==> src/rtl/pipeline_hazard_controller_if.sv <==
// Pipeline control bus between the hazard controller and the datapath stages.
// The controller attaches to the slave modport; the datapath (or a bench) uses master.
interface pipeline_hazard_controller_if;
  logic [4:0] id_rs1;
  logic [4:0] id_rs2;
  logic       id_rs1_used;
  logic       id_rs2_used;
  logic       ex_mem_read;
  logic [4:0] ex_rd;
  logic       ex_branch_taken;
  // RAM handshake: mem_req marks an access in MEM this cycle, mem_ready completes it in the
  // same cycle; mem_req with mem_ready low is a wait cycle that freezes every stage.
  logic       mem_req;
  logic       mem_ready;
  logic       halt_req;
  logic       resume;

  logic       pc_wren;
  logic       if_id_wren;
  logic       if_id_flush;
  logic       id_ex_wren;
  logic       id_ex_flush;
  logic       ex_mem_wren;
  logic       mem_wb_wren;
  logic       halted;
  logic       mem_timeout;

  modport master (
    output id_rs1, id_rs2, id_rs1_used, id_rs2_used, ex_mem_read, ex_rd,
           ex_branch_taken, mem_req, mem_ready, halt_req, resume,
    input  pc_wren, if_id_wren, if_id_flush, id_ex_wren, id_ex_flush,
           ex_mem_wren, mem_wb_wren, halted, mem_timeout
  );

  modport slave (
    input  id_rs1, id_rs2, id_rs1_used, id_rs2_used, ex_mem_read, ex_rd,
           ex_branch_taken, mem_req, mem_ready, halt_req, resume,
    output pc_wren, if_id_wren, if_id_flush, id_ex_wren, id_ex_flush,
           ex_mem_wren, mem_wb_wren, halted, mem_timeout
  );
endinterface

==> src/rtl/pipeline_hazard_controller.sv <==
// Central stall/flush sequencer for the 5-stage pipeline: load-use, branch flush, RAM waits,
// drain/halt and RAM-timeout trap. Define PIPE_CTRL_PERF_EN to add stall/flush counters.
module pipeline_hazard_controller #(
  parameter int MEM_TIMEOUT  = 16,
  parameter int DRAIN_CYCLES = 4
) (
  input  logic clk,
  input  logic reset_n,
  pipeline_hazard_controller_if.slave bus,
`ifdef PIPE_CTRL_PERF_EN
  output logic [31:0] stall_cycles,
  output logic [31:0] flush_events,
`endif
  output logic [2:0] state_dbg
);
  typedef enum logic [2:0] {
    S_RUN      = 3'd0,
    S_MEM_WAIT = 3'd1,
    S_DRAIN    = 3'd2,
    S_HALTED   = 3'd3,
    S_ERROR    = 3'd4
  } state_t;

  localparam int WAIT_W  = $clog2(MEM_TIMEOUT + 2);
  localparam int DRAIN_W = $clog2(DRAIN_CYCLES + 1);
  localparam logic [WAIT_W-1:0]  TIMEOUT_V  = WAIT_W'(MEM_TIMEOUT);
  localparam logic [DRAIN_W-1:0] DRAIN_LAST = DRAIN_W'(DRAIN_CYCLES - 1);

  state_t state, state_n;
  logic [WAIT_W-1:0]  wait_cnt, wait_cnt_n;
  logic [DRAIN_W-1:0] drain_cnt, drain_cnt_n;
  logic ret_drain, ret_drain_n;
  logic halt_pend, halt_pend_n;
  logic mem_stall, load_use, draining;
  logic pc_w, ifid_w, ifid_f, idex_w, idex_f, exmem_w, memwb_w, halted_o, timeout_o;

  assign mem_stall = bus.mem_req & ~bus.mem_ready;
  assign load_use  = bus.ex_mem_read & (bus.ex_rd != 5'd0) &
                     ((bus.id_rs1_used & (bus.id_rs1 == bus.ex_rd)) |
                      (bus.id_rs2_used & (bus.id_rs2 == bus.ex_rd)));
  // A RAM wait entered from DRAIN keeps draining semantics for its completing cycle.
  assign draining  = (state == S_DRAIN) | ((state == S_MEM_WAIT) & ret_drain);
  assign state_dbg = state;

  always_ff @(posedge clk) begin
    if (!reset_n) begin
      state     <= S_RUN;
      wait_cnt  <= '0;
      drain_cnt <= '0;
      ret_drain <= 1'b0;
      halt_pend <= 1'b0;
    end else begin
      state     <= state_n;
      wait_cnt  <= wait_cnt_n;
      drain_cnt <= drain_cnt_n;
      ret_drain <= ret_drain_n;
      halt_pend <= halt_pend_n;
    end
  end

  always_comb begin
    state_n     = state;
    wait_cnt_n  = wait_cnt;
    drain_cnt_n = drain_cnt;
    ret_drain_n = ret_drain;
    halt_pend_n = halt_pend;
    case (state)
      S_RUN, S_MEM_WAIT, S_DRAIN: begin
        if (mem_stall) begin
          wait_cnt_n = wait_cnt + 1'b1;
          if (state != S_MEM_WAIT) ret_drain_n = (state == S_DRAIN);
          if (!draining && bus.halt_req) halt_pend_n = 1'b1;
          if ((MEM_TIMEOUT != 0) && (wait_cnt_n == TIMEOUT_V)) state_n = S_ERROR;
          else state_n = S_MEM_WAIT;
        end else begin
          wait_cnt_n = '0;
          if (draining) begin
            if (drain_cnt == DRAIN_LAST) begin
              state_n     = S_HALTED;
              drain_cnt_n = '0;
            end else begin
              state_n     = S_DRAIN;
              drain_cnt_n = drain_cnt + 1'b1;
            end
          end else if (bus.halt_req | halt_pend) begin
            state_n     = S_DRAIN;
            drain_cnt_n = '0;
            halt_pend_n = 1'b0;
          end else begin
            state_n = S_RUN;
          end
        end
      end
      S_HALTED: if (bus.resume) state_n = S_RUN;
      default:  state_n = S_ERROR;
    endcase
  end

  always_comb begin
    pc_w      = 1'b0;
    ifid_w    = 1'b0;
    ifid_f    = 1'b0;
    idex_w    = 1'b0;
    idex_f    = 1'b0;
    exmem_w   = 1'b0;
    memwb_w   = 1'b0;
    halted_o  = 1'b0;
    timeout_o = 1'b0;
    if (!reset_n) begin
      {pc_w, ifid_w, idex_w, exmem_w, memwb_w} = 5'b11111;
    end else begin
      case (state)
        S_HALTED: halted_o  = 1'b1;
        S_ERROR:  timeout_o = 1'b1;
        default: begin
          if (!mem_stall) begin
            {ifid_w, idex_w, exmem_w, memwb_w} = 4'b1111;
            if (bus.ex_branch_taken) begin
              pc_w   = 1'b1;
              ifid_f = 1'b1;
              idex_f = 1'b1;
            end else if (load_use) begin
              ifid_w = 1'b0;
              idex_f = 1'b1;
            end else if (draining) begin
              ifid_f = 1'b1;
            end else begin
              pc_w = 1'b1;
            end
          end
        end
      endcase
    end
  end

  assign bus.pc_wren     = pc_w;
  assign bus.if_id_wren  = ifid_w;
  assign bus.if_id_flush = ifid_f;
  assign bus.id_ex_wren  = idex_w;
  assign bus.id_ex_flush = idex_f;
  assign bus.ex_mem_wren = exmem_w;
  assign bus.mem_wb_wren = memwb_w;
  assign bus.halted      = halted_o;
  assign bus.mem_timeout = timeout_o;

`ifdef PIPE_CTRL_PERF_EN
  logic counting;
  assign counting = (state == S_RUN) | (state == S_MEM_WAIT) | (state == S_DRAIN);

  // A load-use overridden by a taken branch is a flush, not a stall.
  always_ff @(posedge clk) begin
    if (!reset_n) begin
      stall_cycles <= '0;
      flush_events <= '0;
    end else if (counting) begin
      if (mem_stall | (load_use & ~bus.ex_branch_taken)) stall_cycles <= stall_cycles + 32'd1;
      if (~mem_stall & bus.ex_branch_taken) flush_events <= flush_events + 32'd1;
    end
  end
`endif
endmodule

==> src/flat_wrapper.sv <==
// flat-port wrapper written by rule: the top's interface ports become plain ports
module pipeline_hazard_controller_flat 
#(
  parameter int MEM_TIMEOUT  = 16,
  parameter int DRAIN_CYCLES = 4
)
  (clk, reset_n, state_dbg, bus_id_rs1, bus_id_rs2, bus_id_rs1_used, bus_id_rs2_used, bus_ex_mem_read, bus_ex_rd, bus_ex_branch_taken, bus_mem_req, bus_mem_ready, bus_halt_req, bus_resume, bus_pc_wren, bus_if_id_wren, bus_if_id_flush, bus_id_ex_wren, bus_id_ex_flush, bus_ex_mem_wren, bus_mem_wb_wren, bus_halted, bus_mem_timeout);
  pipeline_hazard_controller_if bus_i ();
  input  logic clk;
  input  logic reset_n;
  output logic [2:0] state_dbg;
  input wire logic [$bits(bus_i.id_rs1)-1:0] bus_id_rs1;
  input wire logic [$bits(bus_i.id_rs2)-1:0] bus_id_rs2;
  input wire logic [$bits(bus_i.id_rs1_used)-1:0] bus_id_rs1_used;
  input wire logic [$bits(bus_i.id_rs2_used)-1:0] bus_id_rs2_used;
  input wire logic [$bits(bus_i.ex_mem_read)-1:0] bus_ex_mem_read;
  input wire logic [$bits(bus_i.ex_rd)-1:0] bus_ex_rd;
  input wire logic [$bits(bus_i.ex_branch_taken)-1:0] bus_ex_branch_taken;
  input wire logic [$bits(bus_i.mem_req)-1:0] bus_mem_req;
  input wire logic [$bits(bus_i.mem_ready)-1:0] bus_mem_ready;
  input wire logic [$bits(bus_i.halt_req)-1:0] bus_halt_req;
  input wire logic [$bits(bus_i.resume)-1:0] bus_resume;
  output wire logic [$bits(bus_i.pc_wren)-1:0] bus_pc_wren;
  output wire logic [$bits(bus_i.if_id_wren)-1:0] bus_if_id_wren;
  output wire logic [$bits(bus_i.if_id_flush)-1:0] bus_if_id_flush;
  output wire logic [$bits(bus_i.id_ex_wren)-1:0] bus_id_ex_wren;
  output wire logic [$bits(bus_i.id_ex_flush)-1:0] bus_id_ex_flush;
  output wire logic [$bits(bus_i.ex_mem_wren)-1:0] bus_ex_mem_wren;
  output wire logic [$bits(bus_i.mem_wb_wren)-1:0] bus_mem_wb_wren;
  output wire logic [$bits(bus_i.halted)-1:0] bus_halted;
  output wire logic [$bits(bus_i.mem_timeout)-1:0] bus_mem_timeout;
  assign bus_i.id_rs1 = bus_id_rs1;
  assign bus_i.id_rs2 = bus_id_rs2;
  assign bus_i.id_rs1_used = bus_id_rs1_used;
  assign bus_i.id_rs2_used = bus_id_rs2_used;
  assign bus_i.ex_mem_read = bus_ex_mem_read;
  assign bus_i.ex_rd = bus_ex_rd;
  assign bus_i.ex_branch_taken = bus_ex_branch_taken;
  assign bus_i.mem_req = bus_mem_req;
  assign bus_i.mem_ready = bus_mem_ready;
  assign bus_i.halt_req = bus_halt_req;
  assign bus_i.resume = bus_resume;
  assign bus_pc_wren = bus_i.pc_wren;
  assign bus_if_id_wren = bus_i.if_id_wren;
  assign bus_if_id_flush = bus_i.if_id_flush;
  assign bus_id_ex_wren = bus_i.id_ex_wren;
  assign bus_id_ex_flush = bus_i.id_ex_flush;
  assign bus_ex_mem_wren = bus_i.ex_mem_wren;
  assign bus_mem_wb_wren = bus_i.mem_wb_wren;
  assign bus_halted = bus_i.halted;
  assign bus_mem_timeout = bus_i.mem_timeout;
  pipeline_hazard_controller #(.MEM_TIMEOUT(MEM_TIMEOUT), .DRAIN_CYCLES(DRAIN_CYCLES)) u_core (.clk(clk), .reset_n(reset_n), .bus(bus_i), .state_dbg(state_dbg));
endmodule
==> config.mk <==
export PLATFORM = sky130hd
export DESIGN_NAME = pipeline_hazard_controller_flat
export DESIGN_NICKNAME = d
export VERILOG_FILES = /design/src/rtl/pipeline_hazard_controller_if.sv /design/src/rtl/pipeline_hazard_controller.sv /design/src/flat_wrapper.sv
export SDC_FILE = /design/constraint.sdc
export NUM_CORES = 1
export LEC_CHECK = 0
export ABC_AREA = 1
export BUFFER_PORTS_ARGS = -buffer_cell sky130_fd_sc_hd__buf_2
export CORE_MARGIN = 2
export CORE_UTILIZATION = 50
export CTS_CLUSTER_SIZE = 12
export DETAILED_ROUTE_END_ITERATION = 10
export PLACE_DENSITY_LB_ADDON = 0.08
export SYNTH_ARGS = -nofsm -noshare
export SYNTH_HDL_FRONTEND = slang
export SYNTH_SLANG_ARGS = --single-unit
==> constraint.sdc <==
create_clock -name clk -period 2.57 [get_ports clk]
set_input_delay 0.514 -clock clk [delete_from_list [all_inputs] [get_ports clk]]
set_output_delay 0.514 -clock clk [all_outputs]
set_load 0.05 [all_outputs]
Word-level counts from Yosys, hierarchy flattened --
Cells that the tools add are included.
Operators by class: add/sub/neg operators 2, equal/unequal tests 12, multiplexer cells 44, bitwise gates (word level) 11, reductions and logical operators 11
Operator list (number):
- 1-bit two-way mux | 34
- 3-bit two-way mux | 7
- 5-bit equality test | 2
- 3-bit by 2-bit equality test with 1-bit output, second input constant | 3
- 1-bit AND | 6
- 3-bit one-hot mux with 2 select lines | 1
- 3-bit AND reduction | 2
- 5-bit by 1-bit adder with 5-bit output, second input constant | 1
- 5-bit equality test, second input constant | 1
- 5-bit two-way mux | 1
- 5-bit nonzero test | 1
- 2-bit inequality test, second input constant | 2
- 4-bit AND reduction | 1
- 2-bit nonzero test | 2
- 3-bit by 1-bit adder with 3-bit output, second input constant | 1
- 3-bit by 1-bit equality test with 1-bit output, second input constant | 1
- 3-bit equality test, second input constant | 1
- 3-bit zero test | 1
- 3-bit by 1-bit inequality test with 1-bit output, second input constant | 1
- 1-bit OR | 3
- 3-bit OR reduction | 1
- 2-bit two-way mux | 1
- 2-bit by 1-bit inequality test with 1-bit output, second input constant | 1
- 1-bit NOT | 2
- other kinds (3) | 3
Word-level totals: register bits 13, input bits 25, output and inout port bits 12, word-level logic and storage cells 85

Logic depth before layout (Yosys ltp) --
Gate-level depths: netlist of the first run.
depth after elaboration 9, gate-level depth with buffers 9, depth with buffers taken out 9

Worst setup path before layout of the first run --
Ideal clock, no wire load.
kind reg-to-output, from register u_core.state[1], in the netlist u_core.state_dbg[1], to output port bus_pc_wren, arrival 2.773 ns, data required time 2.056 ns, slack -0.717 ns, cell stages (with the launch flop) 7, buffers on the path 0, path through dfxtp_1 inv_1 nand2_1 a21oi_1 o21ai_1 nand2_1 nor2_1
Between the ends: longest elaborated chain between the ends 9, elaborated cells on any way between the ends 13, classes of those cells eq/ne (4); mux (6); bitwise (2); reduce/logical (1)
Ends and longest elaborated chain:
- start, declared | line pipeline_hazard_controller.sv:29 | state_t state, state_n;
- start signal, assigned | line pipeline_hazard_controller.sv:53 | state <= state_n;
- 3-bit by 1-bit equality test with 1-bit output | line pipeline_hazard_controller.sv:42 | assign draining = (state == S_DRAIN) | ((state == S_MEM_WAIT) & ret_drain);
- 1-bit AND | line pipeline_hazard_controller.sv:42
- 1-bit OR | line pipeline_hazard_controller.sv:42
- 1-bit two-way mux | line pipeline_hazard_controller.sv:125 | end else if (draining) begin
- 1-bit two-way mux | line pipeline_hazard_controller.sv:122 | end else if (load_use) begin
- 1-bit two-way mux | line pipeline_hazard_controller.sv:118 | if (bus.ex_branch_taken) begin
- 1-bit two-way mux | line pipeline_hazard_controller.sv:116 | if (!mem_stall) begin
- 1-bit two-way mux * | line pipeline_hazard_controller.sv:112 | case (state)
- 1-bit two-way mux * | line pipeline_hazard_controller.sv:109 | if (!reset_n) begin
- end, declared | line flat_wrapper.sv:23 | output wire logic [$bits(bus_i.pc_wren)-1:0] bus_pc_wren;
Every way passes the cells marked *; elsewhere a longest branch is shown, timed or not.

Worst setup path after layout of the first run --
Same ends and word-level chain as after synthesis.

==> results of run 1 <==
## layer usage
metal  track usage  up-vias  part of all wire
met2         0.360       33              0.46
met5             0        -                 0
li1              -      577                 -
met3        0.0566        4             0.068
met1         0.257      481              0.46
met4        0.0649        0            0.0097
## power groups by stage
stage	Sequential (mW)	Combinational [mW]	Clock, mW
floorplan	0.228	0.0939	0
detailed placement	0.222	0.142	0
global route	0.218	0.160	0.139
finish	0.217	0.143	0.129
CTS	0.217	0.143	0.133
global placement	0.221	0.139	0
## worst register-to-register path: cells and delay by family (launching register included)
family	cells	cell delay, ns
AO/OA/AOI/OAI	2	0.42
AND/OR/NAND/NOR	3	0.34
flip-flops	1	0.38
buffers and inverters	1	0.12
## sequential cells by signal, indices dropped and copies added, names as in the netlist
name              count
u_core.ret_drain      1
u_core.drain_cnt      3
u_core.halt_pend      1
u_core.state_dbg      3
u_core.wait_cnt       5
## final cells by class
class | instances | area [sq um] | area share
Tap cell | 25 | 31.3 | 0.0260
Clock buffer | 4 | 26.3 | 0.0219
Sequential cell | 13 | 260 | 0.217
Multi-Input combinational cell | 116 | 597 | 0.497
Inverter | 28 | 106 | 0.0885
Timing Repair Buffer | 36 | 180 | 0.150
## Yosys cell counts (2+ instances only)
| master | number | area, sq um |
|---|---|---|
| sky130_fd_sc_hd__nand2_1 | 46 | 173 |
| sky130_fd_sc_hd__inv_1 | 25 | 93.8 |
| sky130_fd_sc_hd__nor2_1 | 23 | 86.3 |
| sky130_fd_sc_hd__dfxtp_1 | 13 | 260 |
| sky130_fd_sc_hd__a21oi_1 | 12 | 60.1 |
| sky130_fd_sc_hd__nand3_1 | 5 | 25.0 |
| sky130_fd_sc_hd__nand4_1 | 3 | 18.8 |
| sky130_fd_sc_hd__nor3_1 | 3 | 15.0 |
| sky130_fd_sc_hd__o21ai_1 | 3 | 15.0 |
| sky130_fd_sc_hd__buf_4 | 2 | 15.0 |
| sky130_fd_sc_hd__ha_1 | 2 | 25.0 |
| sky130_fd_sc_hd__inv_2 | 2 | 7.51 |
| sky130_fd_sc_hd__nand2_2 | 2 | 12.5 |
| sky130_fd_sc_hd__o21ai_0 | 2 | 10.0 |
| sky130_fd_sc_hd__xor2_1 | 2 | 17.5 |
## how the worst min path moves through the flow
stage | start | end | slack [ns] | cells past startpoint
final | u_core.drain_cnt[2]$_SDFFE_PN0P_ | u_core.drain_cnt[2]$_SDFFE_PN0P_ | 0.47 | 2
after global routing | u_core.drain_cnt[2]$_SDFFE_PN0P_ | u_core.drain_cnt[2]$_SDFFE_PN0P_ | 0.49 | 2
after CTS | u_core.drain_cnt[2]$_SDFFE_PN0P_ | u_core.drain_cnt[2]$_SDFFE_PN0P_ | 0.48 | 2
after detailed placement | u_core.drain_cnt[2]$_SDFFE_PN0P_ | u_core.drain_cnt[2]$_SDFFE_PN0P_ | 0.46 | 2
after global placement | u_core.drain_cnt[2]$_SDFFE_PN0P_ | u_core.drain_cnt[2]$_SDFFE_PN0P_ | 0.45 | 2
after floorplan | u_core.drain_cnt[2]$_SDFFE_PN0P_ | u_core.drain_cnt[2]$_SDFFE_PN0P_ | 0.43 | 2
## kinds of logic after synthesis
| logic type | Yosys count | synth area share |
|---|---|---|
| buffers and inverters | 31 | 0.130 |
| flip-flops | 13 | 0.270 |
| AND/OR/NAND/NOR | 88 | 0.402 |
| adder cells (fa/ha/maj) | 2 | 0.0260 |
| XOR/XNOR | 3 | 0.0273 |
| AO/OA/AOI/OAI | 23 | 0.144 |
## per-stage QoR
step                utilization  cells  TNS, ns  hold WS [ns]
floorplan                     -    160   -0.138         0.433
global placement          0.666    218        0         0.446
detailed placement        0.666    218        0         0.464
CTS                       0.681    222        0         0.479
global route              0.681    222        0         0.492
finish                    0.681    222        0         0.472
==> Flow_metrics.wiki, run 1 <==
{| class="wikitable"
! Metric !! Value
|-
| Sink count of the clock tree || 13
|-
| Via count of the first global-routing pass || 887
|-
| Layout Area Growth over Synthesis || 24.8%
|-
| Worst slack at placement || 0.453 ns
|-
| Total clock buffers created by CTS || 3
|-
| Overall power consumption || 489 uW
|-
| CTS hold repair buffers || 0
|-
| Antenna diodes || 0
|-
| Worst Max-Slew Pin Slew || 0.447 ns
|-
| Site row count || 15
|-
| Time the worst path needs with I/O delays and setup || 2.21 ns
|-
| Number of endpoints failing setup at the final stage || 0
|-
| Skew final || 0.00268 ns
|-
| Outcome || finished, final reports clean
|-
| Worst setup SP type || flip-flop
|-
| CP most frequent cell || sky130_fd_sc_hd__nand2_1
|-
| Worst reg-to-reg path cell count || 6
|-
| Detailed Routing Iterations Pass 1 || 4
|-
| Worst Path Buf+Inv || 2
|-
| Standard cell area after detailed placement || 1170 sq um
|-
| Residual DRC || 0
|-
| Final Hold Violating Endpoints || 0
|-
| Number of levels in the clock H-tree || 1
|-
| Pin count of the biggest net entering global routing || 15
|-
| Synthesis Warnings || 0
|-
| Commonest non-fill, non-tap cell in the layout || sky130_fd_sc_hd__nand2_1
|-
| Number of pins with negative max-slew slack in the final report || 0
|-
| Post-synthesis sequential area ratio || 0.270
|-
| Worst reg-to-reg setup slack || 1.19 ns
|-
| Path length in cells of the critical path || 7
|-
| Total number of nets in the final design || 225
|-
| Synth async-reset ratio || 0
|-
| Effective utilization at floorplan || 0.545
|-
| MaxCap Viol Count || 0
|-
| Max incr delay on CP || 0.46 ns
|-
| Number of top-level pins || 37
|-
| Vias per cell || 4.93
|-
| DP Wirelength || 1.77 mm
|-
| Global-route wire length before repair || 3.45 mm
|-
| Worst ir drop on vdd || 341 uV
|-
| Cell area after layout || 1200 sq um
|-
| Tot GR Track Use || 0.211
|-
| Post-synthesis cell count || 160
|-
| Insertion delay of the later-clocked pin in the worst-skew pair || 0.28 ns
|-
| CTS max path bufs || 2
|-
| Layout cell share with drive strength beyond 1 || 0.274
|-
| Sort of element at the end of the critical path || output pin
|-
| Combinational share of power || 0.292
|-
| Slowest stage cell on the critical path || sky130_fd_sc_hd__dfxtp_1
|-
| IO Port Bufs || 36
|-
| Die area || 2290 sq um
|-
| Total of cells resized after clock tree synthesis || 0
|-
| Arr. time, crit path || 1.70 ns
|-
| Drt first-iter violations || 18
|-
| Count of flip-flops with a built-in enable after synthesis || 0
|-
| Sequence of cells on the critical path || inv_1 -> nand2_1 -> a21oi_1 -> o21ai_4 -> nand2_1 -> nor2_2 -> buf_2
|-
| Die X || 47.9 um
|-
| Final weighted congestion of routability-driven global placement || 0.779
|-
| Net switching fraction of the power || 0.353
|-
| Post-synthesis sequential element count || 13
|-
| Core Footprint || 1760 sq um
|-
| Gr ovfl total || 0
|-
| Final Cycle Share || 0.860
|-
| Internal power summed over all cells || 316 uW
|-
| Overall via count from detail_route || 1095
|-
| Leading register cell type out of synthesis || sky130_fd_sc_hd__dfxtp_1
|-
| Kind of path behind the tightest hold check || reg2reg
|-
| End of the critical path || bus_pc_wren
|-
| Startpoint of the most critical register-to-register path || u_core.state_dbg[1]$_SDFFE_PN0P_
|-
| Family with the most delay on the worst path || flip-flops
|-
| DR WL/cell || 9.80 um
|-
| Total power per unit cell area || 407 nW/um^2
|-
| Final Worst Setup Slack || 0.359 ns
|-
| Max Freq || 0.452 GHz
|-
| Critical path startpoint || u_core.state_dbg[1]$_SDFFE_PN0P_
|-
| Sequential fraction of design power || 0.444
|-
| Crit-path max FO || 5
|-
| Combined area of all synthesized cells || 962 sq um
|-
| CTS tree || built
|-
| Critical path type || reg2out
|-
| Synth Area per Inst || 6.01 sq um
|-
| Clock slew seen by the registers of the worst setup and hold paths || 0.08 ns
|-
| CP required || 2.06 ns
|-
| Distinct cell type count after synthesis || 30
|-
| Chip Height || 47.9 um
|-
| Total nets after synthesis || 187
|-
| Worst max-slew margin expressed relative to the limit || 0.702
|-
| Clock Power Share || 0.264
|-
| Number of antenna violations at the first check in global routing || 0
|-
| Final-layout fill cell count || 202
|-
| Post-CTS setup repair buffer count || 0
|-
| Clock Root Buffer || sky130_fd_sc_hd__clkbuf_4
|-
| Critical R2R Capture || u_core.drain_cnt[2]$_SDFFE_PN0P_
|-
| Net switching power figure || 172 uW
|-
| Commonest cells after routing, fill and taps aside || sky130_fd_sc_hd__nand2_1 (46), sky130_fd_sc_hd__buf_2 (36), sky130_fd_sc_hd__inv_1 (25)
|-
| Wire length reported by the detailed router || 2.18 mm
|-
| Count of nets left with antenna violations after detail routing || 0
|-
| Unrepaired setup endpoints after global routing || no
|-
| Standby leakage power || 0.667 nW
|}
(Power assumes the default switching activity.)
==> run 2: changes to the inputs <==
CORE_UTILIZATION = 25   (was 50)
RECOVER_POWER = 50   (was not set)
==> run 2 against run 1 <==
  * First-iteration DRC count grew 94%
  * Die area rose by 90%
  * Sequential power about the same
  * Worst hold slack worse by 0.0034 ns
  * Final area grew 3.8%
  * Clock-buffer cell count unchanged
  * Setup slack gained 0.022 ns
  * Cell count rose by 11%
  * Total power increased by 11%
  * Sequential cell count is the same
  * Combinational power barely moved
  * Register-to-register slack is essentially flat
  * Critical endpoint unchanged
  * Largest power group unchanged
  * Highest routed layer is now met3
==> Flow_metrics.wiki, run 2 (synthesis results as in run 1) <==
{| class="wikitable"
! Metric !! Value
|-
| DP Cell Count || 242 (was 218)
|-
| Unrepaired setup endpoints after global routing || no (unchanged)
|-
| Outcome || finished, final reports clean (unchanged)
|-
| Chip Height || 66.0 um (was 47.9 um)
|-
| Critical R2R Capture || u_core.drain_cnt[0]$_SDFFE_PN0P_ (was u_core.drain_cnt[2]$_SDFFE_PN0P_)
|-
| Worst max-slew margin expressed relative to the limit || 0.656 (was 0.702)
|-
| Clock Root Buffer || sky130_fd_sc_hd__clkbuf_8 (was sky130_fd_sc_hd__clkbuf_4)
|-
| Worst Max-Slew Pin Slew || 0.515 ns (was 0.447 ns)
|-
| Total clock buffers created by CTS || 3 (unchanged)
|-
| Max Freq || 0.457 GHz (was 0.452 GHz)
|-
| Drt first-iter violations || 35 (was 18)
|-
| Crit-path max FO || 5 (unchanged)
|-
| Layout cell share with drive strength beyond 1 || 0.258 (was 0.274)
|-
| Worst setup SP type || flip-flop (unchanged)
|-
| Commonest non-fill, non-tap cell in the layout || sky130_fd_sc_hd__nand2_1 (unchanged)
|-
| Final Cycle Share || 0.852 (was 0.860)
|-
| Startpoint of the most critical register-to-register path || u_core.state_dbg[1]$_SDFFE_PN0P_ (unchanged)
|-
| Number of endpoints failing setup at the final stage || 0 (unchanged)
|-
| CTS hold repair buffers || 0 (unchanged)
|-
| Worst reg-to-reg setup slack || 1.18 ns (was 1.19 ns)
|-
| Tot GR Track Use || 0.119 (was 0.211)
|-
| CTS tree || built (unchanged)
|-
| CTS max path bufs || 2 (unchanged)
|-
| Die area || 4360 sq um (was 2290 sq um)
|-
| CP most frequent cell || sky130_fd_sc_hd__nand2_1 (unchanged)
|-
| Gr ovfl total || 0 (unchanged)
|-
| Post-CTS setup repair buffer count || 0 (unchanged)
|-
| Hold slack final || 0.469 ns (was 0.472 ns)
|-
| Sequence of cells on the critical path || inv_1 -> nand2_1 -> a21oi_1 -> o21ai_4 -> nand2_1 -> nor2_2 -> buf_2 (unchanged)
|-
| Layout Area Growth over Synthesis || 29.5% (was 24.8%)
|-
| Final non-filler cell total || 246 (was 222)
|-
| Total power per unit cell area || 434 nW/um^2 (was 407 nW/um^2)
|-
| Clock slew seen by the registers of the worst setup and hold paths || 0.06 ns (was 0.08 ns)
|-
| Overall power consumption || 541 uW (was 489 uW)
|-
| Insertion delay of the later-clocked pin in the worst-skew pair || 0.24 ns (was 0.28 ns)
|-
| Number of top-level pins || 37 (unchanged)
|-
| Sink count of the clock tree || 13 (unchanged)
|-
| MaxCap Viol Count || 0 (unchanged)
|-
| Global-route wire length before repair || 4.18 mm (was 3.45 mm)
|-
| Worst hold start || u_core.drain_cnt[2]$_SDFFE_PN0P_ (unchanged)
|-
| Time the worst path needs with I/O delays and setup || 2.19 ns (was 2.21 ns)
|-
| Standby leakage power || 0.681 nW (was 0.667 nW)
|-
| Register bank with the most flops || u_core.wait_cnt (unchanged)
|-
| Final Hold Violating Endpoints || 0 (unchanged)
|-
| Total number of nets in the final design || 226 (was 225)
|-
| Final weighted congestion of routability-driven global placement || 0.766 (was 0.779)
|-
| Number of pins with negative max-slew slack in the final report || 0 (unchanged)
|-
| Terminating pin of the worst hold path || u_core.drain_cnt[2]$_SDFFE_PN0P_ (unchanged)
|-
| Kind of path behind the tightest hold check || reg2reg (unchanged)
|-
| Antenna diodes || 0 (unchanged)
|-
| Detailed Routing Iterations Pass 1 || 4 (unchanged)
|-
| Residual DRC || 0 (unchanged)
|-
| Critical path type || reg2out (unchanged)
|-
| Site row count || 22 (was 15)
|-
| Number of levels in the clock H-tree || 1 (unchanged)
|-
| Worst ir drop on vdd || 231 uV (was 341 uV)
|-
| Arr. time, crit path || 1.67 ns (was 1.70 ns)
|-
| Total of cells resized after clock tree synthesis || 0 (unchanged)
|-
| Commonest cells after routing, fill and taps aside || sky130_fd_sc_hd__nand2_1 (47), sky130_fd_sc_hd__buf_2 (36), sky130_fd_sc_hd__inv_1 (26) (was sky130_fd_sc_hd__nand2_1 (46), sky130_fd_sc_hd__buf_2 (36), sky130_fd_sc_hd__inv_1 (25))
|-
| Number of antenna violations at the first check in global routing || 0 (unchanged)
|-
| Core Footprint || 3690 sq um (was 1760 sq um)
|-
| DR WL/cell || 9.53 um (was 9.80 um)
|-
| Overall via count from detail_route || 1074 (was 1095)
|-
| Max incr delay on CP || 0.45 ns (was 0.46 ns)
|-
| IO Port Bufs || 36 (unchanged)
|-
| Flip-flop count of the largest register, all copies and words added || 5 (unchanged)
|-
| Wire length reported by the detailed router || 2.35 mm (was 2.18 mm)
|-
| Effective utilization at floorplan || 0.261 (was 0.545)
|-
| Slowest stage cell on the critical path || sky130_fd_sc_hd__dfxtp_1 (unchanged)
|-
| Final-layout fill cell count || 450 (was 202)
|-
| Pin count of the biggest net entering global routing || 11 (was 15)
|-
| Fraction of the core area covered by cells at the end of the flow || 0.338 (was 0.681)
|-
| DP Wirelength || 1.98 mm (was 1.77 mm)
|-
| Worst Hold Depth || 2 (unchanged)
|-
| Count of nets left with antenna violations after detail routing || 0 (unchanged)
|-
| CP required || 2.06 ns (about the same)
|-
| Vias per cell || 4.37 (was 4.93)
|-
| Die X || 66.0 um (was 47.9 um)
|-
| Sort of element at the end of the critical path || output pin (unchanged)
|-
| Worst reg-to-reg path cell count || 6 (unchanged)
|-
| Via count of the first global-routing pass || 1018 (was 887)
|-
| Skew final || 0.00210 ns (was 0.00268 ns)
|}
[run 2: how the worst max path moves through the flow]
stage / startpoint / to / slack [ns] / cells past startpoint
6_report: u_core.state_dbg[1]$_SDFFE_PN0P_ / bus_pc_wren / 0.38 / 7
5_1_grt: u_core.state_dbg[1]$_SDFFE_PN0P_ / bus_pc_wren / 0.22 / 7
4_1_cts: u_core.state_dbg[1]$_SDFFE_PN0P_ / bus_pc_wren / 0.36 / 7
3_5_place_dp: bus_ex_rd[3] / bus_if_id_flush / 0.43 / 9
3_3_place_gp: bus_ex_rd[3] / bus_if_id_flush / 0.50 / 9
2_1_floorplan: u_core.state_dbg[1]$_SDFFE_PN0P_ / bus_pc_wren / -0.06 / 6
[run 2: worst max-delay path, delay by kind of cell, from the launching register on]
kind,cells,cell delay [ns]
buf+inv,2,0.39
flops,1,0.45
compound gates,2,0.30
simple gates,3,0.30
[run 2: through the flow]
step | setup TNS [ns] | instance area, sq um | setup slack [ns]
after floorplan | -0.138 | 982 | -0.0623
after global placement | 0 | 1210 | 0.502
after detailed placement | 0 | 1210 | 0.430
after CTS | 0 | 1260 | 0.364
after global routing | 0 | 1250 | 0.224
final | 0 | 1250 | 0.381
[run 2: final cells by class]
class / instances / area (sq um) / area share
clock buffer: 4 / 45.0 / 0.0361
timing repair buffer: 37 / 188 / 0.151
tap: 48 / 60.1 / 0.0482
sequential: 13 / 260 / 0.209
inverter: 28 / 106 / 0.0853
multi-input combinational: 116 / 587 / 0.471
[run 2: layer usage]
layer	vias to the layer above	track usage	part of all wire
met4	0	0.0230	0
met1	476	0.157	0.48
met3	0	0.0256	0.055
li1	575	-	-
met2	23	0.201	0.46
met5	-	0	0
[run 2: where the power goes]
group          internal, mW  switching (mW)  total (mW)
combinational        0.0474          0.0958       0.143
sequential            0.209         0.00805       0.217
clock                 0.109          0.0706       0.180
==> run 3: changes to the inputs <==
CORE_ASPECT_RATIO = 0.9   (was not set)
==> run 3 against run 2 <==
  * Sequential cell count unchanged
  * Clock power up 3%
  * Critical endpoint unchanged
  * Utilization down 0.18 points
==> Flow_metrics.wiki, run 3 (synthesis results as in run 1) <==
{| class="wikitable"
! Metric !! Value
|-
| Residual DRC || 0 (unchanged)
|-
| Pin count of the biggest net entering global routing || 9 (was 11)
|-
| CTS tree || built (unchanged)
|-
| CTS max path bufs || 2 (unchanged)
|-
| DR WL/cell || 10.0 um (was 9.53 um)
|-
| Clock Power Share || 0.339 (was 0.333)
|-
| Terminating pin of the worst hold path || u_core.drain_cnt[1]$_SDFFE_PN0P_ (was u_core.drain_cnt[2]$_SDFFE_PN0P_)
|-
| Final Cycle Share || 0.853 (was 0.852)
|-
| Unrepaired setup endpoints after global routing || no (unchanged)
|-
| Standard cell area after detailed placement || 1210 sq um (about the same)
|-
| Standby leakage power || 0.683 nW (was 0.681 nW)
|-
| DP Wirelength || 2.01 mm (was 1.98 mm)
|-
| Worst reg-to-reg setup slack || 1.08 ns (was 1.18 ns)
|-
| Commonest non-fill, non-tap cell in the layout || sky130_fd_sc_hd__nand2_1 (unchanged)
|-
| Worst reg-to-reg path cell count || 6 (unchanged)
|-
| Chip Height || 62.9 um (was 66.0 um)
|-
| Critical R2R Capture || u_core.drain_cnt[0]$_SDFFE_PN0P_ (unchanged)
|-
| Number of endpoints failing setup at the final stage || 0 (unchanged)
|-
| Overall via count from detail_route || 1067 (was 1074)
|-
| Final Worst Setup Slack || 0.377 ns (was 0.381 ns)
|-
| Gr ovfl total || 0 (unchanged)
|-
| Number of pins with negative max-slew slack in the final report || 0 (unchanged)
|-
| IO Port Bufs || 36 (unchanged)
|-
| Worst Hold Depth || 2 (unchanged)
|-
| Cell area after layout || 1240 sq um (was 1250 sq um)
|-
| Total of cells resized after clock tree synthesis || 0 (unchanged)
|-
| Sink count of the clock tree || 13 (unchanged)
|-
| Vias per cell || 4.37 (about the same)
|-
| Number of levels in the clock H-tree || 1 (unchanged)
|-
| Number of antenna violations at the first check in global routing || 0 (unchanged)
|-
| Worst Max-Slew Pin Slew || 0.475 ns (was 0.515 ns)
|-
| Count of nets left with antenna violations after detail routing || 0 (unchanged)
|-
| MaxCap Viol Count || 0 (unchanged)
|-
| Total power per unit cell area || 438 nW/um^2 (was 434 nW/um^2)
|-
| Final weighted congestion of routability-driven global placement || 0.742 (was 0.766)
|-
| Worst max-slew margin expressed relative to the limit || 0.682 (was 0.656)
|-
| Final Hold Violating Endpoints || 0 (unchanged)
|-
| Worst ir drop on vdd || 209 uV (was 231 uV)
|-
| CP required || 2.06 ns (about the same)
|-
| Time the worst path needs with I/O delays and setup || 2.19 ns (about the same)
|-
| Net switching fraction of the power || 0.333 (was 0.323)
|-
| Sequential fraction of design power || 0.399 (was 0.402)
|-
| Drt first-iter violations || 38 (was 35)
|-
| Worst hold start || u_core.drain_cnt[1]$_SDFFE_PN0P_ (was u_core.drain_cnt[2]$_SDFFE_PN0P_)
|-
| Crit-path max FO || 5 (unchanged)
|-
| Register bank with the most flops || u_core.wait_cnt (unchanged)
|-
| Wire length reported by the detailed router || 2.45 mm (was 2.35 mm)
|-
| Net switching power figure || 181 uW (was 174 uW)
|-
| Combinational share of power || 0.262 (was 0.265)
|-
| Final-layout fill cell count || 421 (was 450)
|-
| Kind of path behind the tightest hold check || reg2reg (unchanged)
|-
| Number of top-level pins || 37 (unchanged)
|-
| Layout cell share with drive strength beyond 1 || 0.263 (was 0.258)
|-
| Worst setup SP type || flip-flop (unchanged)
|-
| Insertion delay of the later-clocked pin in the worst-skew pair || 0.24 ns (about the same)
|-
| Critical path type || reg2out (unchanged)
|-
| Sort of element at the end of the critical path || output pin (unchanged)
|-
| Outcome || finished, final reports clean (unchanged)
|-
| Effective utilization at floorplan || 0.260 (was 0.261)
|-
| Max Freq || 0.456 GHz (was 0.457 GHz)
|-
| Post-CTS setup repair buffer count || 0 (unchanged)
|-
| Via count of the first global-routing pass || 997 (was 1018)
|-
| Total clock buffers created by CTS || 3 (unchanged)
|-
| Clock Root Buffer || sky130_fd_sc_hd__clkbuf_8 (unchanged)
|-
| Clock slew seen by the registers of the worst setup and hold paths || 0.06 ns (about the same)
|-
| Core Footprint || 3700 sq um (was 3690 sq um)
|-
| Layout Area Growth over Synthesis || 29.4% (was 29.5%)
|-
| Site row count || 21 (was 22)
|-
| CTS hold repair buffers || 0 (unchanged)
|-
| Commonest cells after routing, fill and taps aside || sky130_fd_sc_hd__nand2_1 (47), sky130_fd_sc_hd__buf_2 (36), sky130_fd_sc_hd__inv_1 (26) (unchanged)
|-
| Overall power consumption || 545 uW (was 541 uW)
|-
| Die area || 4360 sq um (about the same)
|-
| Total number of nets in the final design || 226 (unchanged)
|-
| Skew final || 0.00176 ns (was 0.00210 ns)
|-
| Startpoint of the most critical register-to-register path || u_core.state_dbg[1]$_SDFFE_PN0P_ (unchanged)
|-
| Detailed Routing Iterations Pass 1 || 4 (unchanged)
|-
| Arr. time, crit path || 1.68 ns (was 1.67 ns)
|-
| Flip-flop count of the largest register, all copies and words added || 5 (unchanged)
|-
| Global-route wire length before repair || 4.31 mm (was 4.18 mm)
|-
| Worst slack at placement || 0.474 ns (was 0.430 ns)
|-
| Tot GR Track Use || 0.121 (was 0.119)
|-
| Die X || 69.4 um (was 66.0 um)
|-
| Internal power summed over all cells || 364 uW (was 366 uW)
|-
| Antenna diodes || 0 (unchanged)
|}
-- run 3: how the worst max path moves through the flow --
stage	from	end	slack [ns]	cells after the start
2_1_floorplan	u_core.state_dbg[1]$_SDFFE_PN0P_	bus_pc_wren	-0.06	6
3_3_place_gp	bus_ex_rd[3]	bus_if_id_flush	0.49	9
3_5_place_dp	bus_ex_rd[3]	bus_if_id_flush	0.47	9
4_1_cts	u_core.state_dbg[1]$_SDFFE_PN0P_	bus_pc_wren	0.34	7
5_1_grt	u_core.state_dbg[1]$_SDFFE_PN0P_	bus_pc_wren	0.20	7
6_report	u_core.state_dbg[1]$_SDFFE_PN0P_	bus_pc_wren	0.38	7
-- run 3: power by group through the flow --
stage	Combinational [mW]	Clock, mW	Sequential, mW
after floorplan	0.0939	0	0.228
after global placement	0.144	0	0.222
after detailed placement	0.146	0	0.222
after CTS	0.147	0.192	0.217
after global routing	0.160	0.205	0.219
final	0.143	0.185	0.217
-- run 3: cell type report --
cell class                      count  area (sq um)  share of cell area
Multi-Input combinational cell    116           587               0.471
Sequential cell                    13           260               0.209
Timing Repair Buffer               37           188               0.151
Inverter                           28           106              0.0854
Tap cell                           46          57.6              0.0462
Clock buffer                        3          41.3              0.0332
Clock inverter                      1          5.00             0.00402
-- run 3: stage by stage --
step / setup TNS [ns] / std cells / utilization / hold slack [ns]
2_1_floorplan: -0.138 / 160 / - / 0.433
3_3_place_gp: 0 / 240 / 0.326 / 0.449
3_5_place_dp: 0 / 240 / 0.326 / 0.463
4_1_cts: 0 / 244 / 0.339 / 0.468
5_1_grt: 0 / 244 / 0.336 / 0.496
6_report: 0 / 244 / 0.336 / 0.476
-- run 3: worst max-delay path: stages (launching register included) --
cell and delay (ns):
sky130_fd_sc_hd__dfxtp_1 0.46, sky130_fd_sc_hd__inv_1 0.13, sky130_fd_sc_hd__nand2_1 0.10, sky130_fd_sc_hd__a21oi_1 0.13, sky130_fd_sc_hd__o21ai_4 0.18, sky130_fd_sc_hd__nand2_1 0.10
sky130_fd_sc_hd__nor2_2 0.07, sky130_fd_sc_hd__buf_2 0.26
-- run 3: routing by layer --
metal,track usage,vias to the layer above,wire length (um)
li1,-,578,-
met1,0.153,459,1140
met2,0.204,28,1130
met3,0.0435,2,170
met4,0.0147,0,6
met5,0,-,0
